File: src/rtl/wave_pkg.sv
// rtl/wave_pkg.sv - shared types and constants for the waveform mode controller
package wave_pkg;

  typedef enum logic [1:0] {
    MODE_OFF      = 2'd0,
    MODE_TRIANGLE = 2'd1,
    MODE_SAWTOOTH = 2'd2,
    MODE_SQUARE   = 2'd3
  } mode_t;

  typedef enum logic [1:0] {
    IDLE  = 2'd0,
    RUN   = 2'd1,
    DRAIN = 2'd2,
    LOAD  = 2'd3
  } state_t;

  // 100 MHz / (2 * 255 steps) gives a 1 Hz triangle at WIDTH=8
  localparam int unsigned DEFAULT_PERIOD = 196078;

endpackage

File: src/rtl/prog_tick_timer.sv
// rtl/prog_tick_timer.sv - runtime-programmable downcounter emitting one tick every period clocks
module prog_tick_timer #(
  parameter int PERIOD_W = 24
) (
  input  logic                clk,
  input  logic                reset,
  input  logic [PERIOD_W-1:0] period,
  input  logic                load,
  input  logic                enable,
  output logic                tick
);

  logic [PERIOD_W-1:0] count;
  logic [PERIOD_W-1:0] reload;

  // a zero period behaves as one tick per clock
  assign reload = (period == '0) ? '0 : period - 1'b1;
  assign tick   = enable && !load && (count == '0);

  always_ff @(posedge clk) begin
    if (reset) begin
      count <= '0;
    end else if (load) begin
      count <= reload;
    end else if (enable) begin
      count <= (count == '0) ? reload : count - 1'b1;
    end
  end

endmodule

File: src/rtl/wave_mode_controller.sv
// rtl/wave_mode_controller.sv - PWM/R2R level generator with boundary-synchronised mode changes
module wave_mode_controller #(
  parameter int                   WIDTH          = 8,
  parameter int                   PERIOD_W       = 24,
  parameter logic [PERIOD_W-1:0]  DEFAULT_PERIOD = PERIOD_W'(wave_pkg::DEFAULT_PERIOD)
) (
  input  logic                clk,
  input  logic                reset,
  input  logic                enable,
  input  logic                cfg_valid,
  output logic                cfg_ready,
  input  logic [1:0]          cfg_mode,
  input  logic [PERIOD_W-1:0] cfg_period,
  output logic [WIDTH-1:0]    level,
  output logic [1:0]          mode_active,
  output logic                busy,
  output logic                cycle_done
);

  import wave_pkg::*;

  localparam logic [WIDTH-1:0] MAX = '1;

  state_t              state, state_next;
  mode_t               mode_r, pend_mode;
  logic [PERIOD_W-1:0] period_r, pend_period, pend_period_eff, timer_period;
  logic [WIDTH-1:0]    phase, next_level, next_phase;
  logic                dir_down, next_dir, wrap;
  logic                accept, tick, boundary, timer_load, timer_en;

  assign mode_active     = mode_r;
  assign accept          = cfg_valid && cfg_ready;
  assign pend_period_eff = (pend_period == '0) ? PERIOD_W'(1) : pend_period;

  // LOAD primes the timer with the incoming period so the first step lands period clocks later
  assign timer_period = (state == LOAD) ? pend_period_eff : period_r;
  assign timer_load   = (state == LOAD) || !enable;
  assign timer_en     = ((state == RUN) || (state == DRAIN)) && enable;

  prog_tick_timer #(.PERIOD_W(PERIOD_W)) u_timer (
    .clk    (clk),
    .reset  (reset),
    .period (timer_period),
    .load   (timer_load),
    .enable (timer_en),
    .tick   (tick)
  );

  always_comb begin
    next_level = level;
    next_phase = phase;
    next_dir   = dir_down;
    wrap       = 1'b0;
    unique case (mode_r)
      MODE_TRIANGLE: begin
        if (!dir_down) begin
          next_level = level + 1'b1;
          if (level == MAX - 1'b1) next_dir = 1'b1;
        end else begin
          next_level = level - 1'b1;
          if (level == WIDTH'(1)) begin
            next_dir = 1'b0;
            wrap     = 1'b1;
          end
        end
      end
      MODE_SAWTOOTH: begin
        next_phase = phase + 1'b1;
        next_level = next_phase;
        wrap       = (phase == MAX);
      end
      MODE_SQUARE: begin
        next_phase = phase + 1'b1;
        next_level = next_phase[WIDTH-1] ? MAX : '0;
        wrap       = (phase == MAX);
      end
      default: ;
    endcase
  end

  assign boundary = tick && wrap;

  always_ff @(posedge clk) begin
    if (reset) begin
      level       <= '0;
      phase       <= '0;
      dir_down    <= 1'b0;
      cycle_done  <= 1'b0;
      mode_r      <= MODE_OFF;
      period_r    <= DEFAULT_PERIOD;
      pend_mode   <= MODE_OFF;
      pend_period <= '0;
    end else begin
      cycle_done <= boundary;
      if (accept) begin
        pend_mode   <= mode_t'(cfg_mode);
        pend_period <= cfg_period;
      end
      if (state == LOAD) begin
        mode_r   <= pend_mode;
        period_r <= pend_period_eff;
        level    <= '0;
        phase    <= '0;
        dir_down <= 1'b0;
      end else if (!enable) begin
        level    <= '0;
        phase    <= '0;
        dir_down <= 1'b0;
      end else if (tick) begin
        level    <= next_level;
        phase    <= next_phase;
        dir_down <= next_dir;
      end
    end
  end

  always_ff @(posedge clk) begin
    if (reset) state <= IDLE;
    else       state <= state_next;
  end

  always_comb begin
    state_next = state;
    case (state)
      IDLE:    if (accept) state_next = LOAD;
      RUN:     if (accept) state_next = ((mode_r == MODE_OFF) || !enable) ? LOAD : DRAIN;
      DRAIN:   if (!enable || boundary) state_next = LOAD;
      LOAD:    state_next = (pend_mode == MODE_OFF) ? IDLE : RUN;
      default: state_next = IDLE;
    endcase
  end

  always_comb begin
    cfg_ready = (state == IDLE) || (state == RUN);
    busy      = (state == DRAIN);
  end

endmodule

File: config.mk
export PLATFORM = sky130hd
export DESIGN_NAME = wave_mode_controller
export DESIGN_NICKNAME = d
export VERILOG_FILES = /design/src/rtl/wave_pkg.sv /design/src/rtl/prog_tick_timer.sv /design/src/rtl/wave_mode_controller.sv
export SDC_FILE = /design/constraint.sdc
export NUM_CORES = 1
export LEC_CHECK = 0
export BUFFER_PORTS_ARGS = -buffer_cell sky130_fd_sc_hd__buf_2
export CAP_MARGIN = 25
export CORE_AREA = 8 8 145 147
export CTS_CLUSTER_DIAMETER = 30
export CTS_CLUSTER_SIZE = 10
export DETAILED_ROUTE_END_ITERATION = 6
export DIE_AREA = 0 0 153 155
export HOLD_SLACK_MARGIN = 0.03
export MAX_ROUTING_LAYER = met4
export SYNTH_ARGS = -nofsm -noshare
export SYNTH_HDL_FRONTEND = slang
export SYNTH_HIERARCHICAL = 1
export SYNTH_SLANG_ARGS = --single-unit
export TNS_END_PERCENT = 50
File: constraint.sdc
create_clock -name clk -period 4.6 [get_ports clk]
set_clock_uncertainty 0.2 [all_clocks]
set_input_delay 0.23 -clock clk [delete_from_list [all_inputs] [get_ports clk]]
set_output_delay 0.23 -clock clk [all_outputs]
set_load 0.02 [all_outputs]
### Word level (Yosys, flattened, before mapping)

Index checks and enable logic that the tools add are counted.

| word-level totals | value |
|---|---|
| bits of input ports | 30 |
| logic and storage cells | 75 |
| output and inout port bits | 13 |
| register bits | 96 |

| operators by class | value |
|---|---|
| multiplexer cells | 21 |
| add/sub/neg operators | 5 |
| bitwise operators | 1 |
| equal/unequal tests | 12 |
| reduce and logical (&&, ||, !) cells | 26 |

Operator list:

| operator | number |
|---|---|
| $mux W24 | 6 |
| $logic_not A24 Y1 | 3 |
| $sub A24 B1 Y24 const B | 2 |
| $pmux W8 S3 | 1 |
| $add A8 B1 Y8 const B | 2 |
| $eq A8 B8 Y1 const B | 2 |
| $mux W8 | 2 |
| $eq A2 B2 Y1 const B | 4 |
| $eq A8 B1 Y1 const B | 1 |
| $pmux W2 S4 | 1 |
| $sub A8 B1 Y8 const B | 1 |
| $mux W1 | 7 |
| $logic_not A2 Y1 | 3 |
| $mux W2 | 3 |
| $reduce_and A2 Y1 | 3 |
| $logic_and A1 B1 Y1 | 5 |
| $logic_or A1 B1 Y1 | 5 |
| $eq A2 B1 Y1 const B | 2 |
| $ne A2 B2 Y1 const B | 2 |
| $reduce_and A3 Y1 | 1 |
| $reduce_bool A3 Y1 | 1 |
| $reduce_or A3 Y1 | 1 |
| $logic_not A1 Y1 | 2 |
| $ne A2 B1 Y1 const B | 1 |
| other kinds (4) | 4 |

### Logic depth before layout (Yosys ltp)

| logic depth | value |
|---|---|
| word-level depth | 9 |
| gate-level depth with buffers | 13 |
| depth with buffers taken out | 11 |

### By module

The synthesis kept the hierarchy.

Modules (own cells, without submodules):

| module | cells an instance | area each (um2) | times used |
|---|---|---|---|
| wave_mode_controller | 382 | 3347.0 | 1 |
| prog_tick_timer | 286 | 2157.1 | 1 |

### Least setup slack after synthesis

OpenSTA, ideal clock, no wires.

| timing path | value |
|---|---|
| kind | register -> register |
| from | register state[0] |
| to | register u_timer.count[17] |
| path buffers | 5 |
| path slack | 922 ps |
| arrival | 3345 ps |
| stages on the path, launching flop included | 13 |
| cells stage by stage | dfxtp_1 ha_1 buf_1 mux2_2 or4_4 buf_6 or4_4 buf_6 or3_4 buf_6 buf_6 o211ai_1 a31oi_1 |

| between the ends | value |
|---|---|
| cells in the longest elaborated chain, start to end | 7 |
| elaborated cells on any way between the ends | 14 |
| those cells by class | add/sub (1); eq/ne (3); mux (5); reduce/logical (5) |

RTL lines:

| what | line | text |
|---|---|---|
| start: declaration | wave_mode_controller.sv:24 | `state_t state, state_next;` |
| start signal: assignment | wave_mode_controller.sv:119 | `else state <= state_next;` |
| $eq A2 B2 Y1 * | wave_mode_controller.sv:36 | `assign timer_period = (state == LOAD) ? pend_period_eff : period_r;` |
| $mux W24 * | -- |  |
| via timer_period[5] | wave_mode_controller.sv:26 | `logic [PERIOD_W-1:0] period_r, pend_period, pend_period_eff, timer_period;` |
| $sub A24 B1 Y24 or $logic_not A24 Y1 (tied branches) | prog_tick_timer.sv:17 | `assign reload = (period == '0) ? '0 : period - 1'b1;` |
| $mux W24 * | prog_tick_timer.sv:17 |  |
| $mux W24 | prog_tick_timer.sv:26 | `count <= (count == '0) ? reload : count - 1'b1;` |
| $mux W24 | prog_tick_timer.sv:25 | `end else if (enable) begin` |
| $mux W24 * | prog_tick_timer.sv:23 | `end else if (load) begin` |
| end signal: assignment | prog_tick_timer.sv:24 | `count <= reload;` |
| end signal: assignment | prog_tick_timer.sv:26 |  |
| end: declaration | prog_tick_timer.sv:13 | `logic [PERIOD_W-1:0] count;` |

The timed path passes the listed nets; every way through them passes the cells marked *. The select of a mux whose other input is x is not followed.
A chain may end at the register's enable or synchronous reset.

### Worst setup path in the final report

| timing path | value |
|---|---|
| from | register state[0] |
| to | register u_timer.count[4] |

| between the ends | value |
|---|---|
| cells in the longest elaborated chain, start to end | 7 |
| elaborated cells on any way between the ends | 14 |
| those cells by class | add/sub (1); eq/ne (3); mux (5); reduce/logical (5) |

RTL lines:

| what | line |
|---|---|
| $eq A2 B2 Y1 * | wave_mode_controller.sv:36 |
| $mux W24 * | -- |
| via timer_period[16] | wave_mode_controller.sv:26 |
| $logic_not A24 Y1 * | prog_tick_timer.sv:17 |
| $mux W24 * | prog_tick_timer.sv:17 |
| $mux W24 | prog_tick_timer.sv:26 |
| $mux W24 | prog_tick_timer.sv:25 |
| $mux W24 * | prog_tick_timer.sv:23 |

Marked as above.

==> metrics.md <==
| Metric | Value |
|---|---|
| Cell variety after synth | `67` |
| DRC | `0` |
| N_diodes | `0` |
| DIE AREA | `roughly 24,000 µm²` |
| Comb pwr share | `roughly a third` |
| Root Buffer Master | `clkbuf_16` |
| Yosys warns | `6` |
| Switch share | `between 30% and 40%` |
| Tot GR Track Use | `12.5%` |
| Fin nets | `about 750` |
| DR iter-0 viols | `309` |
| TritonCTS clock tree | `built` |
| Max-Cap Viols | `0` |
| TritonCTS Buffers | `9` |
| Worst skew pair latency | `around 0.35 ns` |
| Number of synthesized flops with an enable pin | `0` |
| Non-Filler Instances | `~950` |
| DR vias | `5,128` |
| Sw Pwr | `1010 µW` |
| Layout cells sized above 1 | `between 10% and 20%` |
| Antenna viol nets, final | `0` |
| Yosys top cell area share | `between 30% and 40%` |
| Die X | `roughly 150 µm` |
| TNS Setup | `0 ns` |
| Fin. max-slew vios | `0` |
| Run status | `complete, no violations` |
| Final Instance Area | `approximately 6400 µm²` |
| Syn nets | `a little over 700` |
| Final period util | `between 80% and 90%` |
| Max_slew headroom | `roughly 39%` |
| Worst EP arrival | `3.88 ns` |
| Rows | `between 50 and 60` |
| Syn Area/Cell | `8.24 µm²` |
| RSZ-0062 raised after global routing | `false` |
| Starting Density | `29.0%` |
| Top cells by area, synth | `dfxtp_1 35%, nand2_1 5.0%, a21oi_1 4.9%` |
| Post-cts resize count | `0` |
| Worst setup path endpoint | `u_timer/count[4]` |
| Fin. Hold Viols | `0` |
| Fill count | `just under 2,000` |
| H-tree levels | `3` |
| Vias per Instance | `5.38` |
| Cell with the most instances after synthesis | `dfxtp_1` |
| CP endpoint kind | `flop` |
| CP startpoint kind | `flop` |
| Slew @ Worst Pin | `0.912 ns` |
| # IOs | `43` |
| Finish-stage setup viols | `0` |
| Drt wl/cell | `15.4 µm` |
| Yosys top cell by area | `dfxtp_1` |
| Final WS setup | `0.747 ns` |
| Clock Sinks | `between 90 and 100` |
| Number of global-route vias before repair | `about 4,900` |
| Die height | `around 160 µm` |
| Worst-path fanout max | `25` |
| Register area share after synthesis | `34.9%` |
| WS Path Type | `flop to flop` |
| Mapped Cells | `668` |
| Register-to-register setup slack | `between 0.7 and 0.8 ns` |
| Area growth from synthesis to final layout | `16.8%` |
| First-pass GRT wire length | `roughly 24 mm` |
| Synth cell count leaders | `96 x dfxtp_1, 74 x nand2_1, 54 x a21oi_1, 35 x clkbuf_1, 33 x nor2_1` |
| Reg2reg end | `u_timer/count[4]` |
| Core area | `about 19,000 µm²` |
| Critical Path RT | `4.63 ns` |
| Hold path depth | `2` |
| # port buffers | `42` |
| Largest net degree at the start of global routing | `70` |
| Post-CTS Setup Bufs | `0` |
| Clk network pwr share | `between 20 and 30%` |
| Final Util | `approximately a third` |
| Clock tree buffer depth | `2` |
| Min cycle time layout | `~3.9 ns` |
| Cell area after synthesis | `5500 µm²` |
| Reg2Reg Depth | `8` |
| Hold Crit Class | `input port to flop` |
| Max frequency | `between 200 and 300 MHz` |
| Routability cong. | `between 0.8 and 0.9` |
| Sequential power share | `roughly 38%` |
| Critical path origin | `state[0]` |
| Reg-to-reg startpoint | `state[0]` |
| Dpl ws | `around 0.77 ns` |
| Leak pwr | `between 0.002 and 0.0025 µW` |
| DP HPWL | `around 10 mm` |
| Flip-flop and latch count after synthesis | `96` |
| Total global routing overflow | `0` |
| CTS clock-pin slew for the worst setup and hold paths | `0.08 ns` |
| Placed insts | `911` |
| Ys flop type | `dfxtp_1` |
| PwrDens | `roughly 420 nW/µm²` |
| DRT Wirelength | `between 10 and 15 mm` |
| Fraction of registers with async set/reset | `0%` |
| Cell Area, Placed | `a little under 6000 µm²` |
| Initial antenna violation count | `0` |
| Hold_buf cts | `26` |
| Worst VDD drop | `175 µV` |
| Hold path startpoint | `reset` |
| Internal power | `about 1700 µW` |
| DRT Pass-1 Iters | `5` |
==> worst min path at each step <==
stage | endpoint | slack, ns
5_1_grt | u_timer/count[4] | 0.1
6_report | u_timer/count[6] | 0.07
3_5_place_dp | pend_period[2] | 0.27
3_3_place_gp | pend_period[6] | 0.27
4_1_cts | u_timer/count[6] | 0.05
2_1_floorplan | pend_mode[0] | 0.17
==> cell usage in the layout (no fill, tap or decap), types with 6 or more instances in the layout <==
cell	count
nor3_1	18
buf_2	42
or3_1	17
buf_4	10
and2_1	6
clkbuf_16	9
a21oi_1	54
nor2_1	33
a31oi_1	15
nor4_1	17
o21ai_0	21
ha_1	14
xor2_1	15
nand3_1	32
or4_1	8
nor2b_1	11
inv_1	16
o211ai_1	18
xnor2_1	11
dlygate4sd3_1	26
nand2_1	74
dfxtp_1	96
mux2_2	23
nand4_1	9
o31a_1	7
or2_2	18
==> per-stage QoR <==
step | power, µW | hold WS, ns
2_1_floorplan | 1680 | 0.166
3_3_place_gp | 1910 | 0.269
3_5_place_dp | 1910 | 0.272
4_1_cts | 2710 | 0.0546
5_1_grt | 2860 | 0.0967
6_report | 2690 | 0.0703
==> critical path: stages, from the launching register on <==
cell and delay [ns]:
dfxtp_1 0.41, ha_1 0.47, buf_4 0.28, mux2_2 0.41, or4_1 0.61, or4_1 0.49, or3_4 0.54, a32oi_1 0.24
a21oi_1 0.08
==> sequential cells by signal, indices dropped and copies added, names as in the netlist, 2 cells and up <==
| register | count |
|---|---|
| state | 2 |
| phase | 8 |
| level | 8 |
| mode_active | 2 |
| u_timer/count | 24 |
| pend_mode | 2 |
| period_r | 24 |
| pend_period | 24 |
==> metal layers <==
metal | vias to the layer above | track usage [%] | wire [µm]
li1 | 2535 | - | -
met1 | 2466 | 15.7 | 6840
met2 | 109 | 20.5 | 7010
met3 | 18 | 2.33 | 595
met4 | 0 | 3.25 | 191
met5 | - | - | 0
==> logic make-up (layout without fill, tap and decap cells) <==
family	after synthesis	count (layout)	synth area share [%]
buffers and inverters	64	111	5.27
AOI/OAI and AO/OA	164	164	19.8
adders and majority gates	14	14	3.18
muxes	26	26	5.25
DFF	96	96	34.9
and+or+nand+nor	278	278	27.5
xor gates and xnor gates	26	26	4.14
==> power groups by stage <==
stage               Clock [µW]  Combinational, µW  Sequential, µW
finish                     773                896            1020
global route               821                995            1040
CTS                        793                893            1020
detailed placement           0                871            1040
global placement             0                867            1040
floorplan                    0                668            1010
==> layout make-up <==
cell class              count  area, µm²  share of cell area (%)
multi-input cells         508       3290                    51.2
flip-flops and latches     96       1920                    29.9
repair buffers             78        546                    8.49
well taps                 238        298                    4.63
clock buffers               9        225                    3.50
clock inverters             7       81.3                    1.27
inverters                  17       63.8                   0.993
Note: power is estimated with default switching activity, not from simulation.
